`src/rtl/lif_spike_decoder.sv`:
```
`default_nettype none
// ============================================================================
// Module      : lif_spike_decoder
// Description : Rate decoder for the output end of the systolic LIF neuron
//               array. Counts spikes per channel over a window of WIN_LEN
//               accepted samples, then streams one count beat per channel
//               over a valid/ready port.
// Revision    : 1.0 - initial release
// ----------------------------------------------------------------------------
// Parameters
//   N_CH     number of spike channels (>= 2)
//   CNT_W    per-channel counter width, counts saturate at 2^CNT_W-1
//   WIN_LEN  window length in accepted samples (>= 1)
// Ports
//   clk            clock, all state updates on the rising edge
//   rst            asynchronous active-high reset
//   start_i        begin a window (honoured only while idle)
//   spike_valid_i  spike_in_i carries a sample this cycle
//   spike_in_i     spike vector, bit i = neuron i fired
//   out_valid_o    count beat presented
//   out_ready_i    downstream accepts the beat
//   out_ch_o       channel index of the current beat
//   out_count_o    spike count of channel out_ch_o
//   out_sat_o      channel out_ch_o saturated during the window
//   out_last_o     current beat is channel N_CH-1
//   busy_o         decoder is not idle
//   drop_o         one-cycle pulse: a sample arrived while dumping and was lost
// Build options
//   DECODER_AUTORESTART_EN  when defined, the decoder re-enters collection
//                           with cleared counters right after the last beat
//                           instead of returning to idle.
// ============================================================================
module lif_spike_decoder #(
  parameter int N_CH    = 8,
  parameter int CNT_W   = 8,
  parameter int WIN_LEN = 16
) (
  input  logic                    clk,
  input  logic                    rst,
  input  logic                    start_i,
  input  logic                    spike_valid_i,
  input  logic [N_CH-1:0]         spike_in_i,
  output logic                    out_valid_o,
  input  logic                    out_ready_i,
  output logic [$clog2(N_CH)-1:0] out_ch_o,
  output logic [CNT_W-1:0]        out_count_o,
  output logic                    out_sat_o,
  output logic                    out_last_o,
  output logic                    busy_o,
  output logic                    drop_o
);

  localparam int CH_W  = $clog2(N_CH);
  // A window of one sample still needs a one-bit sample counter.
  localparam int WIN_W = (WIN_LEN > 1) ? $clog2(WIN_LEN) : 1;

  localparam logic [CH_W-1:0]  C_LAST_CH  = CH_W'(N_CH - 1);
  localparam logic [WIN_W-1:0] C_LAST_SMP = WIN_W'(WIN_LEN - 1);
  localparam logic [CNT_W-1:0] C_CNT_MAX  = {CNT_W{1'b1}};

  typedef enum logic [1:0] {
    S_IDLE    = 2'd0,
    S_COLLECT = 2'd1,
    S_DUMP    = 2'd2
  } state_t;

  state_t            state_q;
  logic [WIN_W-1:0]  win_cnt_q;
  logic [CH_W-1:0]   ch_idx_q;
  logic [CNT_W-1:0]  cnt_q [N_CH];
  logic [CNT_W-1:0]  cnt_d [N_CH];
  logic [N_CH-1:0]   sat_q;
  logic [N_CH-1:0]   sat_d;
  logic              drop_q;

  logic w_sample;
  logic w_beat;
  logic w_last_beat;
  logic w_clear;
  logic w_dump;

  assign w_dump      = (state_q == S_DUMP);
  assign w_sample    = (state_q == S_COLLECT) && spike_valid_i;
  assign w_beat      = w_dump && out_ready_i;
  assign w_last_beat = w_beat && (ch_idx_q == C_LAST_CH);

`ifdef DECODER_AUTORESTART_EN
  // Counters are cleared both on an explicit start and when the last beat
  // leaves, so the next window begins from zero without a start pulse.
  assign w_clear = ((state_q == S_IDLE) && start_i) || w_last_beat;
`else
  assign w_clear = (state_q == S_IDLE) && start_i;
`endif

  // Per-channel counter next state. A channel already at full scale keeps
  // its value and latches its sticky saturation flag instead of wrapping.
  always_comb begin
    sat_d = sat_q;
    for (int i = 0; i < N_CH; i++) begin
      cnt_d[i] = cnt_q[i];
      if (w_clear) begin
        cnt_d[i] = '0;
        sat_d[i] = 1'b0;
      end else if (w_sample && spike_in_i[i]) begin
        if (cnt_q[i] == C_CNT_MAX) begin
          sat_d[i] = 1'b1;
        end else begin
          cnt_d[i] = cnt_q[i] + 1'b1;
        end
      end
    end
  end

  always_ff @(posedge clk or posedge rst) begin
    if (rst) begin
      state_q   <= S_IDLE;
      win_cnt_q <= '0;
      ch_idx_q  <= '0;
      sat_q     <= '0;
      drop_q    <= 1'b0;
      for (int i = 0; i < N_CH; i++) begin
        cnt_q[i] <= '0;
      end
    end else begin
      sat_q  <= sat_d;
      drop_q <= w_dump && spike_valid_i;
      for (int i = 0; i < N_CH; i++) begin
        cnt_q[i] <= cnt_d[i];
      end

      case (state_q)
        S_IDLE: begin
          if (start_i) begin
            state_q   <= S_COLLECT;
            win_cnt_q <= '0;
          end
        end

        S_COLLECT: begin
          if (spike_valid_i) begin
            // The window-closing sample is counted in this same cycle.
            if (win_cnt_q == C_LAST_SMP) begin
              state_q   <= S_DUMP;
              win_cnt_q <= '0;
              ch_idx_q  <= '0;
            end else begin
              win_cnt_q <= win_cnt_q + 1'b1;
            end
          end
        end

        S_DUMP: begin
          if (out_ready_i) begin
            if (ch_idx_q == C_LAST_CH) begin
              ch_idx_q <= '0;
`ifdef DECODER_AUTORESTART_EN
              state_q   <= S_COLLECT;
              win_cnt_q <= '0;
`else
              state_q   <= S_IDLE;
`endif
            end else begin
              ch_idx_q <= ch_idx_q + 1'b1;
            end
          end
        end

        default: begin
          state_q <= S_IDLE;
        end
      endcase
    end
  end

  // Beat fields are decoded purely from registered state and forced to zero
  // outside the dump phase, so the port is quiet while collecting.
  assign out_valid_o = w_dump;
  assign out_ch_o    = w_dump ? ch_idx_q : '0;
  assign out_count_o = w_dump ? cnt_q[ch_idx_q] : '0;
  assign out_sat_o   = w_dump && sat_q[ch_idx_q];
  assign out_last_o  = w_dump && (ch_idx_q == C_LAST_CH);
  assign busy_o      = (state_q != S_IDLE);
  assign drop_o      = drop_q;

endmodule
`default_nettype wire
```
`config.mk`:
```
export PLATFORM = sky130hd
export DESIGN_NAME = lif_spike_decoder
export DESIGN_NICKNAME = d
export VERILOG_FILES = /design/src/rtl/lif_spike_decoder.sv
export SDC_FILE = /design/constraint.sdc
export NUM_CORES = 1
export LEC_CHECK = 0
export ABC_AREA = 1
export CORE_MARGIN = 2
export CORE_UTILIZATION = 33
export DETAILED_ROUTE_END_ITERATION = 8
export PLACE_DENSITY = 0.48
export SYNTH_ARGS = -nofsm -noshare
export SYNTH_HDL_FRONTEND = slang
export SYNTH_SLANG_ARGS = --single-unit
export TNS_END_PERCENT = 1
```
`constraint.sdc`:
```
create_clock -name clk -period 4.4 [get_ports clk]
set_input_delay 0.44 -clock clk [delete_from_list [all_inputs] [get_ports clk]]
set_output_delay 0.44 -clock clk [all_outputs]
set_load 0.01 [all_outputs]
```
==> out/metrics.cfg, run 1 <==
[sta]
holdWs_ps = 488
period_share = 0.726
rsz0062_at_grt = no
clock_skew_ps = 4.94
slew_violations = 0
fin_ws_ps = 1210
period_needed_ps = 3190
max_freq_mhz = 313
slew_headroom = 0.403
tns_ps = 0
setup_viol = 0
finalHoldViolCount = 0
worstMarginPinSlew_ps = 895

[routing]
wl_um = 15300
drt_iter0_markers = 352
ant_nets = 0
firstDrtPassIters = 5
wl_per_cell_um = 14.8
via_per_inst = 4.97
vias = 5154
drc = 0

[critical_path]
start_kind = flip-flop
cp-startpoint = ch_idx_q[1]$_DFFE_PP0P_
cpMostUsedCell = nand2_1
crit_family = buffers and inverters
endpoint_kind = output port
crit_fanout = 26
rr_startpoint = state_q[1]$_DFFE_PP0P_
worst_path_max_delay_cell = dfrtp_1
cp_num_buf_inv = 2
crit_type = flip-flop to output port
slowest_delay_ps = 830
crit_required_ps = 3960
cp.arrival_ps = 2750
cp_cell_sequence = inv_1 -> a21oi_1 -> o21ai_0 -> nand2_1 -> nand2_1 -> nand2_1 -> clkdlybuf4s50_1

[min_path]
worstHoldStart = sat_q[4]$_DFFE_PP0P_
hp-class = flip-flop to flip-flop

[floorplanning]
start_util = 0.338
dieArea_mm2 = 0.0173
core_mm2 = 0.0159
rows = 46
dieWidth_um = 131
pin_count = 29
fp.dieH_um = 131

[placed_design]
place_area_mm2 = 0.00578
io_buffers = 28
dp_hpwl_um = 11000
dpl.cell_count = 1022
gp_congestion = 0.845
dp_slack_ps = 1630

[power_and_ir_drop]
leakage_nw = 2.83
total_power_mw = 3.23
powerDensity_mw_per_mm2 = 526
ir_drop_mv = 0.230

[cells_and_area]
seq_area_mm2 = 0.00205
finalNonFillerCells = 1038
fin_area_mm2 = 0.00613
area_delta_synth_final_pct = 14.4
multiInputGateArea_mm2 = 0.00286
nets = 841
nFillCells = 1669
utilization = 0.386
layout-drive-gt1-share = 0.0547
diodes = 0

[clock_network]
clkLatencyLatePin_ps = 350
cts_tree = built
post_cts_buffers = 0
cts-root-buf = clkbuf_16
cts.sinks = 82
numCtsBuffers = 9
ctsHoldBuffers = 0
cts_buffer_depth = 2
ctsHtreeMaxLevel = 3
clk_pin_slew_ps = 60
post_cts_resized = 0

[global_route]
antenna_found_initial = 0
grt_overflow = 0
grt_pass1_wl_um = 25100
grt_pass1_vias = 4798
grtUsageTotal = 0.183
grt_max_degree = 74

[yosys]
synth_area_mm2 = 0.00536
synthesis.nets = 825
yosysSeqAreaShare = 0.383
yosys_warnings = 0
syn_inst = 801
ys_ff_latch = 82
avgSynthCellArea_um2 = 6.69
synth_cell_types = 28

[flow_run]
drv_cap = 0

[run_status]
status = completed

## Yosys cell counts, drive strengths merged
cell type	count	area [µm²]
clkinv	1	3.75
o21bai	4	30.0
inv	81	304
nand4	4	25.0
clkbuf	8	30.0
xnor2	1	8.76
dfrtp	82	2050
o21ai	116	588
nand3	80	425
a21oi	23	115
o22ai	10	62.6
buf	17	118
ha	11	138
nor2	80	315
o21a	1	7.51
xor2	6	52.6
or2	7	43.8
nand2	269	1040
## layout make-up
type	instances	area share
Inverter	82	0.0504
Multi-Input combinational cell	612	0.465
Clock inverter	5	0.0163
Tap cell	216	0.0441
Sequential cell	82	0.334
Timing Repair Buffer	30	0.0481
Clock buffer	11	0.0412
## worst paths after layout
path / slack, ps / to / cells past startpoint
min: 490 / sat_q[4]$_DFFE_PP0P_ / 2
max in group asynchronous: 2820 / cnt_q[27]$_DFFE_PP0P_ / 3
min reg2reg: 490 / sat_q[4]$_DFFE_PP0P_ / 2
max reg2reg: 2420 / cnt_q[6]$_DFFE_PP0P_ / 6
min in group asynchronous: 560 / cnt_q[19]$_DFFE_PP0P_ / 2
max: 1210 / out_count_o[6] / 7
## state kept, by name, summed over array words and instances, names as in the netlist
name,cells
win_cnt_q,4
sat_q,8
ch_idx_q,3
cnt_q,64
drop_o,1
state_q,2
## power breakdown
part           internal [mW]  switching, mW
registers              0.894          0.232
logic                  0.411          0.789
clock network          0.584          0.320
total                   1.89           1.34
## worst reg2reg max path, delay by kind of cell, from the launching register on
family	cells	cell delay (ps)
AND/OR/NAND/NOR	3	820
buffers and inverters	1	100
flip-flops	1	480
AO/OA/AOI/OAI	2	420
## kinds of logic after synthesis
logic type	count (synthesis)	synth area share
AO/OA/AOI/OAI	154	0.150
XOR/XNOR	7	0.0114
adder cells (fa/ha/maj)	11	0.0257
buffers and inverters	107	0.0849
flip-flops	82	0.383
AND/OR/NAND/NOR	440	0.346
## metal layers
metal  GRT usage  up-vias  share of wire
li1            -     2615              -
met1       0.265     2407           0.51
met2       0.271      114           0.43
met3      0.0343       18          0.047
met4      0.0628        0          0.018
met5           0        -              0
## layout by cell type, fill, tap and decap left out, types with 3 or more instances in the layout
| master | instances |
|---|---|
| nand2_1 | 261 |
| o21ai_0 | 89 |
| dfrtp_1 | 82 |
| inv_1 | 78 |
| nor2_1 | 78 |
| nand3_1 | 75 |
| clkdlybuf4s50_1 | 28 |
| o21ai_1 | 25 |
| a21oi_1 | 23 |
| ha_1 | 11 |
| o22ai_1 | 10 |
| clkbuf_16 | 9 |
| nand2_2 | 7 |
| or2_2 | 7 |
| xor2_1 | 6 |
| nand3_2 | 5 |
| nand4_1 | 4 |
| o21bai_1 | 4 |
| clkinv_2 | 3 |
| bufinv_16 | 3 |
Power figures use the tool's default switching activity.
==> inputs of run 2 (changes only) <==
--- a/config.mk
+++ b/config.mk
@@ -9,7 +9,7 @@
 export CORE_MARGIN = 2
 export CORE_UTILIZATION = 33
 export DETAILED_ROUTE_END_ITERATION = 8
-export PLACE_DENSITY = 0.48
+export PLACE_DENSITY = 0.5
 export SYNTH_ARGS = -nofsm -noshare
 export SYNTH_HDL_FRONTEND = slang
 export SYNTH_SLANG_ARGS = --single-unit
==> constraint.sdc (replaced) <==
create_clock -name clk -period 2.75 [get_ports clk]
set_input_delay 0.275 -clock clk [delete_from_list [all_inputs] [get_ports clk]]
set_output_delay 0.275 -clock clk [all_outputs]
set_load 0.01 [all_outputs]
==> run 2 against run 1 <==
  * Critical path depth is 1 lower
  * Sequential power is 59% higher
  * Clock power is 67% higher
  * Wire length is 2.9% lower
  * Sequential share of layout area is 0.43 points lower
  * Clock-buffer cell count stayed put
  * Non-clock buffer count is 7 higher
  * Flip-flop and latch count stayed put
  * Clock skew is 0.95 ps lower
  * Cell area is 1.3% higher
  * Register-to-register slack worse by 1600 ps
  * Power is 63% higher
  * Critical path type unchanged
  * Critical endpoint is now out_count_o[5]
  * Largest cell class unchanged
  * Highest routed layer unchanged
==> out/metrics.cfg, run 2 (same netlist as run 1, synthesis figures left out) <==
[run_status]
status = completed

[clock_network]
post_cts_buffers = 0
ctsHtreeMaxLevel = 3
cts_tree = built
clk_pin_slew_ps = 60
ctsHoldBuffers = 0
clkLatencyLatePin_ps = 350
numCtsBuffers = 9
post_cts_resized = 0
cts-root-buf = clkbuf_16
cts.sinks = 82
cts_buffer_depth = 2

[placed_design]
dp_hpwl_um = 10900
gp_congestion = 0.834
io_buffers = 28

[sta]
max_freq_mhz = 397
worstMarginPinSlew_ps = 475
holdWs_ps = 249
rsz0062_at_grt = no
period_share = 0.917
setup_viol = 0
finalHoldViolCount = 0
slew_headroom = 0.683
period_needed_ps = 2520
slew_violations = 0
tns_ps = 0
clock_skew_ps = 3.99

[global_route]
grt_overflow = 0
gr-usage-met1 = 0.257
grt_max_degree = 64
gr-max-usage-layer = met2
grt_pass1_vias = 4643
grtUsageTotal = 0.176
grt_use_met2 = 0.259
grt_pass1_wl_um = 24300
antenna_found_initial = 0
grt_util_met3 = 0.0262

[cells_and_area]
largest_reg_flops = 64
final_cell_mix = nand2_1 (261), o21ai_0 (89), dfrtp_1 (82)
diodes = 0
layout-drive-gt1-share = 0.0615
nets = 848
top_regs = cnt_q x64, sat_q x8, win_cnt_q x4
top_register = cnt_q
area_delta_synth_final_pct = 15.9
layout_commonest_cell = nand2_1

[critical_path]
cp.arrival_ps = 2250
slowest_delay_ps = 550
crit_family = buffers and inverters
cp_num_buf_inv = 2
start_kind = flip-flop
crit_type = flip-flop to output port
worst_path_max_delay_cell = clkdlybuf4s50_1
endpoint_kind = output port
cpMostUsedCell = nand2_1
crit_required_ps = 2480
cp.depth = 6
cp_cell_sequence = inv_1 -> o21ai_0 -> o22ai_1 -> nand2_1 -> nand2_1 -> clkdlybuf4s50_1
crit_fanout = 14
r2r_cells = 5

[floorplanning]
pin_count = 29
rows = 46
core_mm2 = 0.0159
start_util = 0.338
fp.dieH_um = 131
dieArea_mm2 = 0.0173
dieWidth_um = 131

[power_and_ir_drop]
powerDensity_mw_per_mm2 = 847
leakage_nw = 2.87
p_int_mw = 3.13
p_switching_mw = 2.13
p_clk_frac = 0.287
ir_drop_mv = 0.355
p_sw_frac = 0.405
pwr-share-comb = 0.371
pwr-share-seq = 0.341

[routing]
firstDrtPassIters = 5
drc = 0
vias = 5179
via_per_inst = 4.96
drt_iter0_markers = 432
wl_um = 14900
wl_per_cell_um = 14.2
ant_nets = 0

[flow_run]
drv_cap = 0

[min_path]
hp-class = primary input to asynchronous set/reset pin

-- run 2: cell types whose count changed in the layout (fill, tap and decap cells not counted) --
cell	previous run	this run
clkbuf_1	0	1
buf_12	0	1
clkbuf_8	2	1
buf_4	2	8
bufinv_16	3	4
clkinv_2	3	2
-- run 2: power by group through the flow --
stage               registers [mW]  clock network [mW]  logic [mW]
floorplan                     1.66                   0        1.54
global placement              1.80                   0        1.93
detailed placement            1.81                   0        1.96
CTS                           1.79                1.55        1.97
global route                  1.84                1.59        2.24
finish                        1.80                1.51        1.95
-- run 2: worst paths after layout --
| kind | end | slack (ps) | startpoint |
|---|---|---|---|
| setup / recovery | out_count_o[5] | 230 | ch_idx_q[1]$_DFFE_PP0P_ |
| hold / removal | cnt_q[18]$_DFFE_PP0P_ | 250 | rst |
| setup reg to reg | cnt_q[6]$_DFFE_PP0P_ | 810 | state_q[1]$_DFFE_PP0P_ |
| hold reg to reg | sat_q[0]$_DFFE_PP0P_ | 500 | sat_q[0]$_DFFE_PP0P_ |
| max in group asynchronous | cnt_q[63]$_DFFE_PP0P_ | 1860 | rst |
| min in group clk | sat_q[0]$_DFFE_PP0P_ | 500 | sat_q[0]$_DFFE_PP0P_ |
-- run 2: through the flow --
stage,setup slack [ps],instance area [µm²],total power [mW],util,instances
CTS,220,6210,5.30,0.391,1045
detailed placement,441,5850,3.77,0.368,1029
finish,228,6210,5.26,0.391,1045
global placement,507,5850,3.73,0.368,1029
global route,96.1,6210,5.67,0.391,1045
floorplan,367,5360,3.21,-,801
-- run 2: routing by layer --
layer | vias to the layer above | wire length (µm) | share of wire
met5 | - | 0 | 0
met4 | 0 | 314 | 0.021
met1 | 2414 | 7640 | 0.51
met2 | 107 | 6440 | 0.43
li1 | 2639 | - | -
met3 | 19 | 474 | 0.032
-- run 2: layout make-up --
cell class	instances	area [µm²]
clock buffers	11	243
clock inverters	5	125
flip-flops and latches	82	2050
repair buffers	37	360
fillers	1697	9670
well taps	216	270
multi-input cells	612	2860
inverters	82	309
==> inputs of run 3 (changes only) <==
--- a/config.mk
+++ b/config.mk
@@ -5,7 +5,7 @@
 export SDC_FILE = /design/constraint.sdc
 export NUM_CORES = 1
 export LEC_CHECK = 0
-export ABC_AREA = 1
+export ABC_AREA = 0
 export CORE_MARGIN = 2
 export CORE_UTILIZATION = 33
 export DETAILED_ROUTE_END_ITERATION = 8
==> run 3 against run 2 <==
  * Flip-flop and latch count stayed put
  * Synthesized cell count decreased by 40%
  * Clock-buffer cell count grew 1
  * Fmax is 0.55% lower
  * First-iteration DRC count down 34%
  * Sequential power increased by 13%
  * Cell count fell by 34%
  * Clock skew rose by 4.8 ps
  * Worst setup slack got worse by 14 ps
  * Global-route usage up 0.79 points
  * Combinational power decreased by 43%
  * Critical path type unchanged
==> out/metrics.cfg, run 3 <==
[sta]
clock_skew_ps = 8.78
finalHoldViolCount = 0
max_freq_mhz = 394
tns_ps = 0
slew_violations = 0
rsz0062_at_grt = no
setup_viol = 0
period_needed_ps = 2540
period_share = 0.922
worstMarginPinSlew_ps = 751
slew_headroom = 0.499

[cells_and_area]
utilization = 0.398
largest_reg_flops = 64
top_register = cnt_q
diodes = 0
final_cell_mix = dfrtp_1 (82), nand2_1 (63), nor2_1 (39)
area_delta_synth_final_pct = 17.2
nets = 534
top_regs = cnt_q x64, sat_q x8, win_cnt_q x4
layout_commonest_cell = dfrtp_1
layout-drive-gt1-share = 0.0914

[global_route]
antenna_found_initial = 0
grt_overflow = 0
grt_max_degree = 83
grt_pass1_vias = 3854
grtUsageTotal = 0.184
grt_pass1_wl_um = 21000

[clock_network]
ctsHoldBuffers = 0
post_cts_buffers = 0
cts_buffer_depth = 2
clk_pin_slew_ps = 60
post_cts_resized = 0
cts.sinks = 82
ctsHtreeMaxLevel = 3
numCtsBuffers = 9
cts-root-buf = clkbuf_16
clkLatencyLatePin_ps = 350
cts_tree = built

[yosys]
syn_inst = 484
avgSynthCellArea_um2 = 9.79
synthesis.nets = 508
yosysTopAreaCellShare = 0.433
synth_top_area_cell = dfrtp_1
ys_ff_latch = 82
synthTopCellsByCount = dfrtp_1 (82), nand2_1 (63), nor2_1 (39)
async_flop_share = 1.00
synth_cell_types = 52
synth_edf_count = 0
synth_ff_type = dfrtp_1
synth_area_mm2 = 0.00474
yosysSeqAreaShare = 0.433
yosys_warnings = 0
synthTopCellsByArea = dfrtp_1 (43%), mux4_2 (8.6%), nand2_1 (5.0%)
synth_most_common_cell = dfrtp_1

[critical_path]
slowest_delay_ps = 630
crit_required_ps = 2480
worst_path_max_delay_cell = dfrtp_1
cp_cell_sequence = nand2b_1 -> a21oi_1 -> clkdlybuf4s50_1
start_kind = flip-flop
cp.arrival_ps = 2260
r2r_cells = 4
crit_type = flip-flop to output port
cp-startpoint = state_q[1]$_DFFE_PP0P_
reg2reg_slack_ps = 690
endpoint = out_count_o[7]
endpoint_kind = output port
rr_startpoint = state_q[0]$_DFFE_PP0P_
crit_fanout = 11
r2r-end = cnt_q[15]$_DFFE_PP0P_

[floorplanning]
rows = 43
fp.dieH_um = 124
core_mm2 = 0.0139
dieArea_mm2 = 0.0153
dieWidth_um = 124
pin_count = 29
start_util = 0.340

[power_and_ir_drop]
powerDensity_mw_per_mm2 = 785
leakage_nw = 2.24
total_power_mw = 4.36
ir_drop_mv = 0.315

[routing]
ant_nets = 0
via_per_inst = 5.65
vias = 3924
drt_iter0_markers = 286
wl_per_cell_um = 18.3
wl_um = 12700
firstDrtPassIters = 4
drc = 0

[flow_run]
drv_cap = 0

[min_path]
hp-class = primary input to asynchronous set/reset pin

[placed_design]
dp_hpwl_um = 9130
gp_congestion = 0.822
io_buffers = 28

[run_status]
status = completed

==> run 3: changes by cell type after synthesis, moves of 8 or more <==
cell,change
nand2_1,-198
o21ai_0,-71
inv_1,-69
nand3_1,-48
nor2_1,-39
o21ai_1,-23
mux4_2,+18
mux2i_1,+16
nor3_1,+12
o31ai_1,+11
and3_1,+9
o211ai_1,+9
or3_1,+9
a31oi_1,+8
==> run 3: how the worst min path moves through the flow <==
stage,startpoint,to,slack (ps),cells past startpoint
detailed placement,sat_q[1]$_DFFE_PP0P_,sat_q[1]$_DFFE_PP0P_,490,1
global route,rst,cnt_q[29]$_DFFE_PP0P_,410,3
floorplan,out_ready_i,ch_idx_q[1]$_DFFE_PP0P_,430,2
global placement,win_cnt_q[3]$_DFFE_PP0P_,win_cnt_q[3]$_DFFE_PP0P_,460,1
CTS,rst,cnt_q[29]$_DFFE_PP0P_,380,3
finish,rst,cnt_q[29]$_DFFE_PP0P_,310,3
==> run 3: final cells by class <==
class                           instances  area [µm²]
Inverter                               11        42.5
Tap cell                              180         225
Multi-Input combinational cell        367        2550
Clock inverter                          3        40.0
Fill cell                            1348        8380
Timing Repair Buffer                   39         400
Clock buffer                           12         246
Sequential cell                        82        2050
==> run 3: critical path: cells and delay by family (launching register included) <==
| family | cells | cell delay [ps] |
|---|---|---|
| AOI/OAI and AO/OA | 1 | 340 |
| and+or+nand+nor | 1 | 340 |
| buffers and inverters | 1 | 600 |
| DFF | 1 | 630 |
==> run 3: kinds of logic (layout without fill, tap and decap cells) <==
group,count (synthesis),in the layout,share of synthesized area
simple gates,203,203,0.216
flops,82,82,0.433
buf+inv,35,65,0.0312
xor+xnor,14,14,0.0259
mux,35,35,0.122
compound gates,104,104,0.144
fa+ha+maj,11,11,0.0290
==> run 3: stage by stage <==
stage / setup slack (ps) / hold slack, ps / cells / cell area, µm²
4_1_cts: 203 / 377 / 694 / 5550
2_1_floorplan: 367 / 433 / 484 / 4740
5_1_grt: 84.4 / 407 / 694 / 5550
3_3_place_gp: 502 / 462 / 679 / 5270
3_5_place_dp: 436 / 486 / 679 / 5270
6_report: 214 / 307 / 694 / 5550
==> run 3: report_power, final <==
part | total [mW] | switching (mW) | internal (mW)
clock network | 1.20 | 0.484 | 0.721
registers | 2.03 | 0.514 | 1.52
logic | 1.12 | 0.595 | 0.527
total | 4.36 | 1.59 | 2.77
==> run 3: layer usage <==
metal,vias up,wire length [µm],GRT usage
met3,17,690,0.0321
li1,1860,-,-
met1,1944,6290,0.271
met2,103,5400,0.259
met5,-,0,0
met4,0,323,0.0916
